<file path="src/rtl/step_watchdog_pkg.sv">
// rtl/step_watchdog_pkg.sv - shared constants and FSM encodings for the step watchdog
package step_watchdog_pkg;

  // Width of every per-channel idle counter
  localparam int CNT_W = 32;

  // Watchdog supervisor states
  typedef enum logic [1:0] {
    ST_DISARMED = 2'd0,
    ST_ARMED    = 2'd1,
    ST_TRIPPED  = 2'd2
  } wd_state_t;

endpackage

</file>
<file path="src/rtl/step_idle_chan.sv">
// rtl/step_idle_chan.sv - one step channel: edge detect, idle counter, idle alert, rate violation flag
module step_idle_chan
  import step_watchdog_pkg::*;
#(
  parameter logic [CNT_W-1:0] IDLE_LIMIT   = 32'd480000000,
  parameter logic [CNT_W-1:0] MIN_INTERVAL = 32'd48
) (
  input  logic       clk,
  input  logic       rst_n,
  input  logic       i_step,
  input  logic       i_clr,
  output logic       o_alert,
  output logic       o_too_fast,
  output logic [7:0] o_cnt_hi
);

  logic             r_step;
  logic             r_primed;
  logic             r_seen;
  logic             r_alert;
  logic             r_too_fast;
  logic [CNT_W-1:0] r_cnt;
  logic             w_edge;

  // r_primed masks the first post-reset cycle so the initial capture of step is not an edge
  assign w_edge = r_primed & (i_step ^ r_step);

  // Edge detect, saturating idle counter, idle alert and sticky rate flag
  always_ff @(posedge clk or negedge rst_n) begin
    if (!rst_n) begin
      r_step     <= 1'b0;
      r_primed   <= 1'b0;
      r_seen     <= 1'b0;
      r_alert    <= 1'b0;
      r_too_fast <= 1'b0;
      r_cnt      <= '0;
    end else begin
      r_step   <= i_step;
      r_primed <= 1'b1;

      // An edge beats saturation: the counter restarts even when parked at the limit
      if (w_edge) begin
        r_cnt <= '0;
      end else if (r_cnt != IDLE_LIMIT) begin
        r_cnt <= r_cnt + 1'b1;
      end

      r_alert <= ~w_edge & (r_cnt == IDLE_LIMIT);

      // clr wins over a coincident edge; the next edge is then treated as the first one
      if (i_clr) begin
        r_seen     <= 1'b0;
        r_too_fast <= 1'b0;
      end else if (w_edge) begin
        r_seen <= 1'b1;
        if (r_seen && (r_cnt < MIN_INTERVAL)) begin
          r_too_fast <= 1'b1;
        end
      end
    end
  end

  assign o_alert    = r_alert;
  assign o_too_fast = r_too_fast;
  assign o_cnt_hi   = r_cnt[CNT_W-1:CNT_W-8];

endmodule

</file>
<file path="src/rtl/step_watchdog.sv">
// rtl/step_watchdog.sv - stepper output watchdog: per-channel idle/rate monitors plus arm/trip supervisor
module step_watchdog
  import step_watchdog_pkg::*;
#(
  parameter int HZ           = 48000000,
  parameter int NSTEPDIR     = 6,
  parameter int IDLE_SEC     = 10,
  parameter int MIN_INTERVAL = 48,
  parameter int WATCH_CH     = 5
) (
  input  logic                clk,
  input  logic                rst_n,
  input  logic [NSTEPDIR-1:0] step,
  input  logic                arm_n,
  input  logic                clr,
  output logic [NSTEPDIR-1:0] alert,
  output logic [NSTEPDIR-1:0] too_fast,
  output logic                armed,
  output logic                req_shutdown,
  output logic [7:0]          idle_dbg
);

  localparam logic [CNT_W-1:0] LP_IDLE_LIMIT = CNT_W'(HZ * IDLE_SEC);
  localparam logic [CNT_W-1:0] LP_MIN_INT    = CNT_W'(MIN_INTERVAL);

  logic [7:0] w_cnt_hi [NSTEPDIR];
  logic [7:0] w_dbg;
  logic       w_trip;
  logic       r_arm_meta;
  logic       r_arm_sync;
  logic       r_armed;
  logic       r_req_shutdown;
  logic [7:0] r_idle_dbg;
  wd_state_t  r_state;

  genvar g;
  generate
    for (g = 0; g < NSTEPDIR; g++) begin : g_chan
      step_idle_chan #(
        .IDLE_LIMIT   (LP_IDLE_LIMIT),
        .MIN_INTERVAL (LP_MIN_INT)
      ) u_chan (
        .clk        (clk),
        .rst_n      (rst_n),
        .i_step     (step[g]),
        .i_clr      (clr),
        .o_alert    (alert[g]),
        .o_too_fast (too_fast[g]),
        .o_cnt_hi   (w_cnt_hi[g])
      );
    end
  endgenerate

  // Pick the watched channel's counter top byte for the debug port
  always_comb begin
    w_dbg = '0;
    for (int i = 0; i < NSTEPDIR; i++) begin
      if (i == WATCH_CH) begin
        w_dbg = w_cnt_hi[i];
      end
    end
  end

  assign w_trip = alert[WATCH_CH] | (|too_fast);

  // Two-flop synchroniser on the inverted endstop, so the cleared state means "not arming"
  always_ff @(posedge clk or negedge rst_n) begin
    if (!rst_n) begin
      r_arm_meta <= 1'b0;
      r_arm_sync <= 1'b0;
    end else begin
      r_arm_meta <= ~arm_n;
      r_arm_sync <= r_arm_meta;
    end
  end

  // Supervisor FSM with outputs registered alongside the state
  always_ff @(posedge clk or negedge rst_n) begin
    if (!rst_n) begin
      r_state        <= ST_DISARMED;
      r_armed        <= 1'b0;
      r_req_shutdown <= 1'b0;
    end else begin
      case (r_state)
        ST_DISARMED: begin
          if (r_arm_sync) begin
            r_state <= ST_ARMED;
            r_armed <= 1'b1;
          end
        end
        ST_ARMED: begin
          if (w_trip) begin
            r_state        <= ST_TRIPPED;
            r_req_shutdown <= 1'b1;
          end
        end
        ST_TRIPPED: begin
          // A still-present trip condition overrides clr
          if (clr && !w_trip) begin
            r_state        <= ST_DISARMED;
            r_armed        <= 1'b0;
            r_req_shutdown <= 1'b0;
          end
        end
        default: begin
          r_state        <= ST_DISARMED;
          r_armed        <= 1'b0;
          r_req_shutdown <= 1'b0;
        end
      endcase
    end
  end

  // Debug snapshot of the watched idle counter
  always_ff @(posedge clk or negedge rst_n) begin
    if (!rst_n) begin
      r_idle_dbg <= '0;
    end else begin
      r_idle_dbg <= w_dbg;
    end
  end

  assign armed        = r_armed;
  assign req_shutdown = r_req_shutdown;
  assign idle_dbg     = r_idle_dbg;

endmodule

</file>
<file path="config.mk">
export PLATFORM = sky130hd
export DESIGN_NAME = step_watchdog
export DESIGN_NICKNAME = d
export VERILOG_FILES = /design/src/rtl/step_watchdog_pkg.sv /design/src/rtl/step_idle_chan.sv /design/src/rtl/step_watchdog.sv
export SDC_FILE = /design/constraint.sdc
export NUM_CORES = 1
export LEC_CHECK = 0
export ABC_AREA = 1
export BUFFER_PORTS_ARGS = -buffer_cell sky130_fd_sc_hd__clkbuf_2
export CAP_MARGIN = 20
export CORE_MARGIN = 4
export CORE_UTILIZATION = 64
export CTS_BUF_LIST = sky130_fd_sc_hd__clkbuf_4 sky130_fd_sc_hd__clkbuf_8 sky130_fd_sc_hd__clkbuf_16
export CTS_CLUSTER_SIZE = 30
export DETAILED_ROUTE_END_ITERATION = 6
export GPL_TIMING_DRIVEN = 0
export PLACE_DENSITY = 0.81
export RECOVER_POWER = 25
export SLEW_MARGIN = 30
export SYNTH_ARGS = -nofsm -noshare
export SYNTH_HDL_FRONTEND = slang
export SYNTH_SLANG_ARGS = --single-unit
export TNS_END_PERCENT = 10
</file>
<file path="constraint.sdc">
create_clock -name clk -period 1.7 [get_ports clk]
set_input_delay 0.34 -clock clk [delete_from_list [all_inputs] [get_ports clk]]
set_output_delay 0.34 -clock clk [all_outputs]
set_load 0.005 [all_outputs]
</file>
==> summary.txt, run 1 <==
Status: completed
WP data required: 2.13 ns
Synthesized area: 14520 um^2
Top cell by count, worst path: nand2_1
RSZ-0062 raised after global routing: yes
Top routing layer used: met4
Seq/Total Area, Yosys: 39.81%
Input/output buffers: 31
Worst Path Buf+Inv: 0
Period utilisation layout: 96.94%
Metal-1 WL: 17.08 mm
Crit path cell chain: ha_2, nand3_2, nor2_4, nand3_1, nor2_2, nand2_1, nand2_1, nor2_1
CTS max path bufs: 3
Io pins: 32
Final ANT Viol Nets: 0
Routability-driven placement congestion ratio: 0.9679
Root Buffer: clkbuf_16
Power Dens Cells: 850.8 nW/um^2
Ys Warns: 0
Slew headroom: 52.43%
Post-Syn Area per Cell: 6.333 um^2
Peak VDD IR: 1.310 mV
Cells after Synth: 2293
Area Growth Syn to Fin: 11.89%
Period minus WS final: 1.648 ns
Distinct cells, synth: 30
Top cell family by delay on the critical path: simple AND/OR/NAND/NOR gates
Post-synth EDFFs: 0
Clk pwr share: 44.6%
First-pass detailed-route iteration total: 7
Tot GR Track Use: 31.54%
CTS Sinks: 231
Post-synthesis register bit count: 231
Routed wl met3: 2.720 mm
WL/cell: 14.84 um
Count of final setup violators: 0
Skew-Pair Late Insertion Delay: 0.54 ns
CP Max Fanout: 7
Fin. Hold Viols: 0
First-pass GRT wire length: 64.86 mm
Switching power: 3.677 mW
Max Cap Viol: 0
DR iter-0 viols: 1538
Met2 WL: 18.56 mm
Clock slew seen by the registers of the worst setup and hold paths: 0.06 ns
Initial antenna violation count: 0
Vias per cell: 5.411
Die span in x: 158.6 um
Diodes inserted: 0
CTS HTree Levels: 1
Final WL: 39.57 mm
Worst Setup End Kind: flop
Int Power: 10.15 mW
Sequential Power Share: 44.1%
Post-route cell area: 16250 um^2
DRC: 0
Site Rows: 54
Post-synth ARST share: 100.0%
Share of cells above drive strength 1: 7.750%
Leakage: 7.562 nW
Ys flop type: dfrtp_1
Area of the core: 22090 um^2
Nets: 2391
Net Sw Frac: 26.60%
Syn Nets: 2315
Dpl cell area: 15090 um^2
GRT overflow: 0
Hold Crit Class: in -> reg
Cell with the largest stage delay on the worst path: dfrtp_2
Peak Freq: 606.8 MHz
TritonCTS buffer count: 26
Combinational share of power: 11.3%
Core Util, Final: 73.54%
Final Skew: 0.008899 ns
WS Path Type: reg -> reg
Die area: 25160 um^2
Crit path DAT: 2.08 ns
Via Count: 14430
Worst Tran Pin Value: 0.7136 ns
Starting Density: 65.73%
Fin. max-slew vios: 0
Dpl hpwl: 29.11 mm
Number of global-route vias before repair: 13450
Worst path max stage delay: 0.45 ns
Die Ht: 158.6 um
Largest net degree at the start of global routing: 81
Startpoint Class: flop
Min Hold Slack: 0.02283 ns
TritonCTS clock tree: built
cell families after synthesis:
kind of cell / Yosys count / share of synthesized area (%)
AND/OR/NAND/NOR: 1612 / 45.24
XOR/XNOR: 28 / 1.689
buffers and inverters: 294 / 8.203
AO/OA/AOI/OAI: 115 / 3.998
flip-flops: 231 / 39.81
other: 1 / 0.02582
adder cells (fa/ha/maj): 12 / 1.034
layout by cell type, fill, tap and decap left out, types with 22 or more instances in the layout:
cell       count
a21oi_1       64
buf_4         22
clkbuf_16     27
clkbuf_2      25
dfrtp_1      226
inv_1        253
nand2_1      752
nand3_1      136
nand4_1       32
nor2_1       610
nor3_1        22
o21ai_0       48
path summary, 6_finish.rpt:
check,startpoint,end,cells after the start,slack (ns)
max,g_chan[4].u_chan.r_cnt[0],g_chan[4].u_chan.r_cnt[20],8,0.05
min,clr,g_chan[3].u_chan.o_too_fast,2,0.02
max reg2reg,g_chan[4].u_chan.r_cnt[0],g_chan[4].u_chan.r_cnt[20],8,0.05
min reg2reg,r_arm_meta,r_arm_sync,0,0.37
max in group asynchronous,rst_n,g_chan[5].u_chan.r_primed,3,0.45
min in group asynchronous,rst_n,g_chan[4].u_chan.r_cnt[23],2,0.41
routing by layer:
metal / vias to the layer above / GRT usage (%)
met5: - / 0
met4: 0 / 8.773
met3: 93 / 4.077
met2: 525 / 52.11
met1: 6638 / 44.04
li1: 7174 / -
registers in the layout, summed over array words and instances (netlist names):
name	cells
g_chan.u_chan.o_alert	6
req_shutdown	1
r_arm_sync	1
g_chan.u_chan.o_too_fast	6
g_chan.u_chan.r_cnt	192
r_state	2
g_chan.u_chan.r_step	6
idle_dbg	8
r_arm_meta	1
armed	1
g_chan.u_chan.r_primed	1
g_chan.u_chan.r_seen	6
metrics by stage:
| step | cells | TNS [ns] | worst slack (ns) | power, mW |
|---|---|---|---|---|
| floorplan | 2293 | 0 | 0.2477 | 7.130 |
| global placement | 2604 | -981.58 | -4.267 | 7.553 |
| detailed placement | 2606 | -0.1245 | -0.1182 | 7.652 |
| CTS | 2662 | -0.02742 | -0.02742 | 13.81 |
| global route | 2667 | -0.2066 | -0.07598 | 14.39 |
| finish | 2667 | 0 | 0.05199 | 13.82 |
power by group through the flow:
stage / logic [mW] / clock network [mW] / registers [mW]
2_1_floorplan: 1.04 / 0 / 6.09
3_3_place_gp: 1.40 / 0 / 6.15
3_5_place_dp: 1.48 / 0 / 6.17
4_1_cts: 1.53 / 6.21 / 6.07
5_1_grt: 1.80 / 6.46 / 6.13
6_report: 1.56 / 6.16 / 6.10
cells in the mapped netlist, types with 17 or more instances:
library cell  instances  area (um^2)
dfrtp_1             231         5781
xor2_1               19        166.4
nor2_1              615         2308
nand4_1              32        200.2
o21ai_0              49        245.2
nand3_1             139        695.7
nand2_1             754         2830
nor3_1               23        115.1
a21oi_1              64        320.3
buf_2                19        95.09
nor2_2               17        106.4
inv_1               254        953.4
area by class of cell:
class                      count  area, um^2
buffer                        37       226.5
clock buffer                  31       730.7
clock inverter                15       214.0
fill                        1856        5846
inverter                     257       967.2
multi-input combinational   1768        7627
sequential                   231        5787
tap                          280       350.3
timing repair buffer          48       345.3
timing repair:
action                                  CTS  global route
hold buffers                              8             0
buffers inserted                          2             5
endpoints found under the setup margin    6            31
resized for setup                         5            23
hold endpoints to repair                 80             0
pin swaps                                 1             2
Note: power is estimated with default switching activity, not from simulation.
==> run 2, diff against run 1 <==
--- a/config.mk
+++ b/config.mk
@@ -14,7 +14,7 @@
 export CTS_CLUSTER_SIZE = 30
 export DETAILED_ROUTE_END_ITERATION = 6
 export GPL_TIMING_DRIVEN = 0
-export PLACE_DENSITY = 0.81
+export PLACE_DENSITY = 0.86
 export RECOVER_POWER = 25
 export SLEW_MARGIN = 30
 export SYNTH_ARGS = -nofsm -noshare
==> run 2 against run 1 <==
Net effect: flip-flop and latch count stayed put; largest cell class unchanged; sequential share of layout area rose by 0.15 points; critical endpoint is now g_chan[4].u_chan.r_cnt[1]; largest power group is now registers; global-route usage rose by 0.083 points; clock skew about the same.
==> summary.txt, run 2 (synthesis gave the netlist of run 1 again) <==
First-pass GRT wire length: 64.63 mm
CP Max Fanout: 10
FF-to-FF path depth: 6
Site Rows: 54
RSZ-0062 raised after global routing: yes
Net Sw Frac: 26.92%
Dpl ws: -0.1253 ns
Die span in x: 158.6 um
CTS HTree Levels: 1
Power Dens Cells: 844.2 nW/um^2
Clk pwr share: 44.0%
Period minus WS final: 1.670 ns
Combinational share of power: 11.4%
Area Growth Syn to Fin: 11.31%
Dpl cell area: 15120 um^2
# fillers: 1871
Number of global-route vias before repair: 13290
Routability-driven placement congestion ratio: 0.9681
Slew headroom: 39.73%
Startpoint Class: flop
Area of the core: 22090 um^2
Core Util, Final: 73.16%
Layout Cells excl Fill: 2666
First-pass detailed-route iteration total: 7
Count of final setup violators: 0
Top cell family by delay on the critical path: simple AND/OR/NAND/NOR gates
Clock slew seen by the registers of the worst setup and hold paths: 0.06 ns
Fin. max-slew vios: 0
Initial antenna violation count: 0
Starting Density: 65.73%
Largest net degree at the start of global routing: 72
Largest register by flop count: g_chan.u_chan.r_cnt
Final Skew: 0.009170 ns
Most common cell after layout, fill and taps aside: nand2_1
Crit path DAT: 2.09 ns
Cells after DPL: 2607
Worst Hold Endpoint: g_chan[3].u_chan.o_too_fast
Hold Crit Class: in -> reg
Setup slack, reg-to-reg: 0.03 ns
Hold path depth: 2
WP data required: 2.12 ns
Commonest cells after routing, fill and taps aside: nand2_1, nor2_1, inv_1
Period utilisation layout: 98.26%
CTS Sinks: 231
Status: completed
Final ANT Viol Nets: 0
DRC: 0
Vias per cell: 5.427
Share of cells above drive strength 1: 7.334%
Worst Setup End Kind: flop
Via Count: 14470
Min Hold Slack: 0.01227 ns
Switching power: 3.674 mW
Peak VDD IR: 0.9257 mV
Worst Tran Pin Value: 0.9041 ns
Root Buffer: clkbuf_16
Int Power: 9.972 mW
Fin. Hold Viols: 0
Leakage: 7.547 nW
Worst path max stage delay: 0.51 ns
Die Ht: 158.6 um
Reg2reg end: g_chan[4].u_chan.r_cnt[1]
WS Path Type: reg -> reg
TritonCTS buffer count: 26
Reg2reg start: g_chan[5].u_chan.r_primed
Worst Path Buf+Inv: 2
DR iter-0 viols: 1439
GRT overflow: 0
Skew-Pair Late Insertion Delay: 0.54 ns
Crit path cell chain: nand2_1, nor2_4, inv_2, buf_2, nand3_1, nand2_1
Io pins: 32
Post-route cell area: 16160 um^2
Input/output buffers: 31
WL/cell: 14.77 um
Setup WS post-layout: 0.02950 ns
Peak Freq: 598.6 MHz
Cell with the largest stage delay on the worst path: dfrtp_1
Max Cap Viol: 0
CTS max path bufs: 3
Top cell by count, worst path: nand2_1
Nets: 2388
TritonCTS clock tree: built
Sequential Power Share: 44.6%
Final WL: 39.39 mm
Dpl hpwl: 29.55 mm
Die area: 25160 um^2
Diodes inserted: 0
Crit path depth: 6
Hold path start: clr
Tot GR Track Use: 31.63%
Max FFs per register: 192
[run 2: cell types whose count changed in the layout (fill, tap and decap cells not counted), sizes merged]
| cell | before | now |
|---|---|---|
| buf | 44 | 41 |
| bufinv | 5 | 3 |
| clkbuf | 64 | 69 |
| clkinvlp | 4 | 3 |
[run 2: cell type report]
type / instances / area (um^2) / share of cell area, %
tap: 280 / 350.3 / 2.167
clock buffer: 36 / 774.5 / 4.791
timing repair buffer: 45 / 321.6 / 1.989
clock inverter: 12 / 153.9 / 0.9521
inverter: 257 / 964.7 / 5.968
sequential: 231 / 5782 / 35.77
multi-input combinational: 1768 / 7590 / 46.95
buffer: 37 / 227.7 / 1.409
[run 2: how the worst max path moves through the flow]
stage | startpoint | end | slack (ns)
5_1_grt | g_chan[3].u_chan.r_cnt[1] | g_chan[3].u_chan.r_cnt[16] | -0.05
2_1_floorplan | g_chan[4].u_chan.r_cnt[0] | g_chan[4].u_chan.r_cnt[20] | 0.25
4_1_cts | g_chan[4].u_chan.r_cnt[0] | g_chan[4].u_chan.r_cnt[20] | 0.002
6_report | g_chan[5].u_chan.r_primed | g_chan[4].u_chan.r_cnt[1] | 0.03
3_3_place_gp | rst_n | g_chan[1].u_chan.r_cnt[16] | -4.26
3_5_place_dp | g_chan[4].u_chan.r_cnt[0] | g_chan[4].u_chan.r_cnt[20] | -0.13
[run 2: power groups by stage]
stage / combinational [mW] / sequential [mW] / clock (mW)
final: 1.55 / 6.09 / 6.01
after global routing: 1.77 / 6.12 / 6.32
after CTS: 1.54 / 6.07 / 6.07
after detailed placement: 1.50 / 6.16 / 0
after global placement: 1.41 / 6.14 / 0
after floorplan: 1.04 / 6.09 / 0
[run 2: through the flow]
stage | TNS, ns | power, mW
after floorplan | 0 | 7.130
after global placement | -980.83 | 7.559
after detailed placement | -0.1253 | 7.658
after CTS | 0 | 13.68
after global routing | -0.1656 | 14.21
final | 0 | 13.65
[run 2: timing repair]
action | CTS | global route
endpoints found under the setup margin | 1 | 27
endpoints found under the hold margin | 34 | 0
hold buffers | 8 | 0
pin swaps | 1 | 1
buffers inserted | 1 | 2
gates resized for setup | 2 | 13
[run 2: routing by layer]
layer	share of wire [%]	wire length, um	global-route usage (%)
met5	0	0	0
met4	2.9	1146	8.814
met3	7.6	2997	3.778
met2	44	17480	49.20
met1	45	17760	47.04
